File: src/rtl/branch_predictor.sv
// BTB + gshare predictor: combinational (zero-latency) next-PC lookup, trained on the edge after EX resolves.
// No backpressure: one update accepted per cycle unconditionally; lookups see pre-update state.
module branch_predictor #(
  parameter int ENTRIES  = 32,
  parameter int IDX_BITS = $clog2(ENTRIES)
) (
  input  logic                clk,
  input  logic                reset_n,
  input  logic [31:0]         IF_pc,
  output logic [31:0]         pc_BTB,
  output logic                pred_taken,
  output logic [IDX_BITS-1:0] pred_index,
  input  logic                update_valid,
  input  logic [31:0]         update_pc,
  input  logic                update_is_branch,
  input  logic                update_taken,
  input  logic [31:0]         update_target,
  input  logic [IDX_BITS-1:0] update_index
);

  localparam int TAG_BITS = 32 - IDX_BITS - 2;

  logic [ENTRIES-1:0]  valid_q;
  logic [ENTRIES-1:0]  is_jump_q;
  logic [TAG_BITS-1:0] tag_q    [ENTRIES];
  logic [31:0]         target_q [ENTRIES];
  logic [1:0]          pht_q    [ENTRIES];
  logic [IDX_BITS-1:0] ghr_q;

  logic [IDX_BITS-1:0] if_bi;
  logic [TAG_BITS-1:0] if_tag;
  logic [IDX_BITS-1:0] upd_bi;
  logic [TAG_BITS-1:0] upd_tag;
  logic                hit;
  logic [1:0]          unused_pc_lsb;

  assign if_bi         = IF_pc[IDX_BITS+1:2];
  assign if_tag        = IF_pc[31:IDX_BITS+2];
  assign upd_bi        = update_pc[IDX_BITS+1:2];
  assign upd_tag       = update_pc[31:IDX_BITS+2];
  assign unused_pc_lsb = update_pc[1:0];

  // Reset clears valid and GHR asynchronously, so the lookup falls back to
  // the sequential path without any extra gating.
  assign pred_index = if_bi ^ ghr_q;
  assign hit        = valid_q[if_bi] && (tag_q[if_bi] == if_tag);
  assign pred_taken = hit && (is_jump_q[if_bi] || pht_q[pred_index][1]);
  assign pc_BTB     = pred_taken ? target_q[if_bi] : IF_pc + 32'd4;

  always_ff @(posedge clk or negedge reset_n) begin
    if (!reset_n) begin
      valid_q   <= '0;
      is_jump_q <= '0;
      ghr_q     <= '0;
      for (int i = 0; i < ENTRIES; i++) begin
        pht_q[i] <= 2'b01;
      end
    end else if (update_valid) begin
      if (update_taken) begin
        valid_q[upd_bi]   <= 1'b1;
        is_jump_q[upd_bi] <= ~update_is_branch;
      end
      if (update_is_branch) begin
        if (update_taken && pht_q[update_index] != 2'b11) begin
          pht_q[update_index] <= pht_q[update_index] + 2'd1;
        end else if (!update_taken && pht_q[update_index] != 2'b00) begin
          pht_q[update_index] <= pht_q[update_index] - 2'd1;
        end
        ghr_q <= {ghr_q[IDX_BITS-2:0], update_taken};
      end
    end
  end

  // Tag/target payload is qualified by valid_q, so it carries no reset.
  always_ff @(posedge clk) begin
    if (update_valid && update_taken) begin
      tag_q[upd_bi]    <= upd_tag;
      target_q[upd_bi] <= update_target;
    end
  end

endmodule

File: config.mk
export PLATFORM = sky130hd
export DESIGN_NAME = branch_predictor
export DESIGN_NICKNAME = d
export VERILOG_FILES = /design/src/rtl/branch_predictor.sv
export SDC_FILE = /design/constraint.sdc
export NUM_CORES = 2
export LEC_CHECK = 0
export CAP_MARGIN = 20
export CORE_MARGIN = 8
export CORE_UTILIZATION = 64
export CTS_BUF_LIST = sky130_fd_sc_hd__clkbuf_4
export CTS_CLUSTER_DIAMETER = 150
export DETAILED_ROUTE_END_ITERATION = 16
export HOLD_SLACK_MARGIN = 0.08
export PLACE_DENSITY = 0.82
export SLEW_MARGIN = 10
export SYNTH_ARGS = -nofsm -noshare
export SYNTH_HDL_FRONTEND = slang
export SYNTH_SLANG_ARGS = --single-unit
File: constraint.sdc
create_clock -name clk -period 4.6 [get_ports clk]
set_input_delay 0.46 -clock clk [delete_from_list [all_inputs] [get_ports clk]]
set_output_delay 0.46 -clock clk [all_outputs]
set_load 0.1 [all_outputs]
==> flow_summary_export.csv <==
group,metric,value,unit
placed_design,dp_slack,-367,ps
logic_synthesis,synth_top_family_by_area,"multiplexers",
sta,finalMaxSlewViolations,0,
logic_synthesis,synthAdderAreaFrac,0.0486,%
drt,drc,0,
logic_synthesis,netlist_area,77300,sq um
setup_path,r2r-start,"pht_q[9]",
power_and_ir_drop,finalPower,36700,uW
die,top_level_ports,144,
drt,wl_per_cell,34.2,microns
sta,layout_setup_ws,-773,ps
sta,fmax,186,MHz
sta,rsz0062_at_grt,"true",
logic_synthesis,yosysWarnings,0,
clocking,clk_latency,1340,ps
cells_and_area,utilization,75.4,%
logic_synthesis,ys.flop_type,"edfxtp_1",
placed_design,place.gp.congestion,0.932,
logic_synthesis,synth_compound_area_share,2.58,%
die,die_area,132000,sq um
drt,finalWirelength,219000,microns
min_path,hp-class,"input port to flop",
global_routing,grt_use_total,32.0,%
die,die_w,364,microns
power_and_ir_drop,power_density,406,nW/um^2
global_routing,grt_pass1_wl,301000,microns
setup_path,start_kind,"flop",
drt,drtPass1Iterations,6,
sta,fin_setup_tns,-22720,ps
setup_path,r2r_cells,13,
clocking,cts_tree,"yes",
power_and_ir_drop,power.leakage,0.0306,uW
die,rows,127,
flow_run,maxCapViolCount,0,
sta,fin_worst_skew,75.7,ps
setup_path,cp-end-kind,"primary output",
die,dieHeight,364,microns
global_routing,grt_pass1_vias,44100,
power_and_ir_drop,vdd_drop_max,291,uV
drt,drtAntennaViolNets,0,
sta,finalCritPeriodShare,117,%
drt,drt-initial-drc-count,7234,
logic_synthesis,syn_inst,3686,
logic_synthesis,ys_ff_latch,1957,
clocking,cts_max_level,5,
sta,min_period,5370,ps
sta,hold_viol_final,0,
clocking,clk_pin_slew,70,ps
logic_synthesis,synth.mux.area_fraction,17.5,%
placed_design,port_buffers,141,
setup_path,arrival,4910,ps
clocking,clock_path_buffers,4,
sta,relSlewSlack,23.9,%
setup_path,path_class,"flop to primary output",
global_routing,gr-total-overflow,0,
setup_path,crit_start,"tag_q[7][4]",
logic_synthesis,ys_types,69,
clocking,cts_buffers,475,
die,start_util,64.5,%
cells_and_area,drive_above_1_share,37.5,%
cells_and_area,final_net_count,4549,
die,coreArea,120000,sq um
outcome,status,"finished with violations",
logic_synthesis,yosys.area_share.simple,2.64,%
sta,tightest_slew,1140,ps
cells_and_area,layout_commonest_cell,"edfxtp_1",
logic_synthesis,yosysSeqAreaShare,75.2,%
setup_path,path_max_fanout,7,
logic_synthesis,avgSynthCellArea,21.0,sq um
logic_synthesis,synth_top_cells_by_area,"edfxtp_1, mux4_2, dfrtp_1",
placed_design,dpl.hpwl,121000,microns
cells_and_area,final_cell_mix,"edfxtp_1, clkbuf_4, mux4_2",
setup_path,required,4140,ps
logic_synthesis,synth_top_area_share,70.9,%
drt,via_count,44000,
setup_path,r2r_setup_slack,1110,ps
logic_synthesis,yosys.area.top_type,"edfxtp_1",
setup_path,rr_endpoint,"pht_q[45]",
sta,setup_viol,33,
logic_synthesis,synth_fp_nets,3795,
logic_synthesis,synthArstFlopShare,6.80,%
logic_synthesis,synthXorXnorAreaFrac,0.544,%
global_routing,grt_max_degree,107,
setup_path,timing.critical_path.to,"pc_BTB[11]",
global_routing,antenna_found_initial,20,
drt,via_per_inst,6.86,
clocking,cts_sinks,1957,
clocking,cts_root_buf,"clkbuf_4",
logic_synthesis,synth-edff-count,1824,
sta,holdWs,183,ps
cells_and_area,areaGrowthSynthToFinish,16.9,%
outcome,violations,"setup timing",
-- worst min path at each step --
| stage | startpoint | to | slack (ps) | depth (start not counted) |
|---|---|---|---|---|
| global route | update_index[3] | flop | 180 | 4 |
| global placement | valid_q[6] | valid_q[6] | 440 | 1 |
| CTS | update_index[3] | flop | 80 | 5 |
| floorplan | reset_n | ghr_q[0] | 160 | 0 |
| detailed placement | valid_q[15] | valid_q[15] | 450 | 1 |
| finish | update_index[3] | flop | 180 | 5 |
-- repair_timing --
action | 4_1_cts | 5_1_grt
pin swaps | 22 | 26
gates resized for setup | 69 | 59
buffers inserted | 10 | 10
cloned | 1 | 2
hold buffers | 12 | 1
setup endpoints to repair | 33 | 33
hold endpoints to repair | 167 | 7
-- power breakdown --
part | internal, uW | switching (uW) | total, uW | leakage (uW)
clock network | 6800 | 6860 | 13700 | 0.00339
logic | 1300 | 1820 | 3120 | 0.00910
registers | 19800 | 152 | 19900 | 0.0181
-- logic make-up after synthesis --
logic type                 count (synthesis)
and+or+nand+nor                          413
DFF                                     1957
xor gates and xnor gates                  48
buffers and inverters                    235
AOI/OAI and AO/OA                        296
adders and majority gates                  3
muxes                                    734
-- stage by stage --
step	cell area, sq um	std cells
after global routing	90300	6399
after floorplan	77800	3686
after detailed placement	83600	5538
after CTS	89900	6372
after global placement	83600	5538
final	90400	6406
-- per-layer routing --
metal,part of all wire (%),track usage (%)
met1,34,43.2
met3,13,9.38
met5,0.032,0
met2,48,49.6
met4,4.5,13.8
-- sequential cells by signal, indices dropped and copies added (netlist names), named ones only --
signal and cells:
target_q 1024, is_jump_q 32, ghr_q 5, pht_q 32
valid_q 32, tag_q 800
-- worst max-delay path, stage by stage (launching register included) --
cell,delay [ps]
edfxtp_1,380
mux4_2,470
a22o_1,220
a2111oi_2,200
a21oi_1,110
xor2_1,170
or4_4,540
nor4_4,150
and4b_4,400
buf_6,140
buf_12,140
buf_12,170
nor2_4,50
a21oi_4,180
buf_12,190
-- Yosys cell counts (5+ instances only) --
library cell  instances
nor2b_1              18
mux4_2              483
buf_1                12
dfstp_2              32
nand2_1             147
nor4_1                6
nor2_1               83
buf_4                19
and2_1                8
xnor2_1              26
mux2i_1             198
nand4_1              16
a21oi_1              62
a22oi_1              23
and3_1                6
buf_2                61
nand3_1              21
or4_1                 7
o31ai_1               6
a221oi_1              6
inv_1                41
edfxtp_1           1824
xor2_1               22
or2_2                 8
clkbuf_1             83
nor3b_1               5
mux2_2               51
a22o_1                9
o21ai_0              61
a211oi_1              6
o22ai_1              38
a31oi_1               9
dfrtp_1             101
nor3_1               23
nand2b_1             38
o32ai_1               8
buf_6                13
nand3b_1              8
o221ai_1             42
-- layout make-up --
type,count,area [sq um]
antenna,20,50.0
clock buffer,672,5040
clock inverter,139,628
fill,6359,29500
inverter,43,253
multi-input combinational,1494,19000
sequential,1957,58100
tap,1612,2020
timing repair buffer,469,5250
Power figures use the tool's default switching activity.
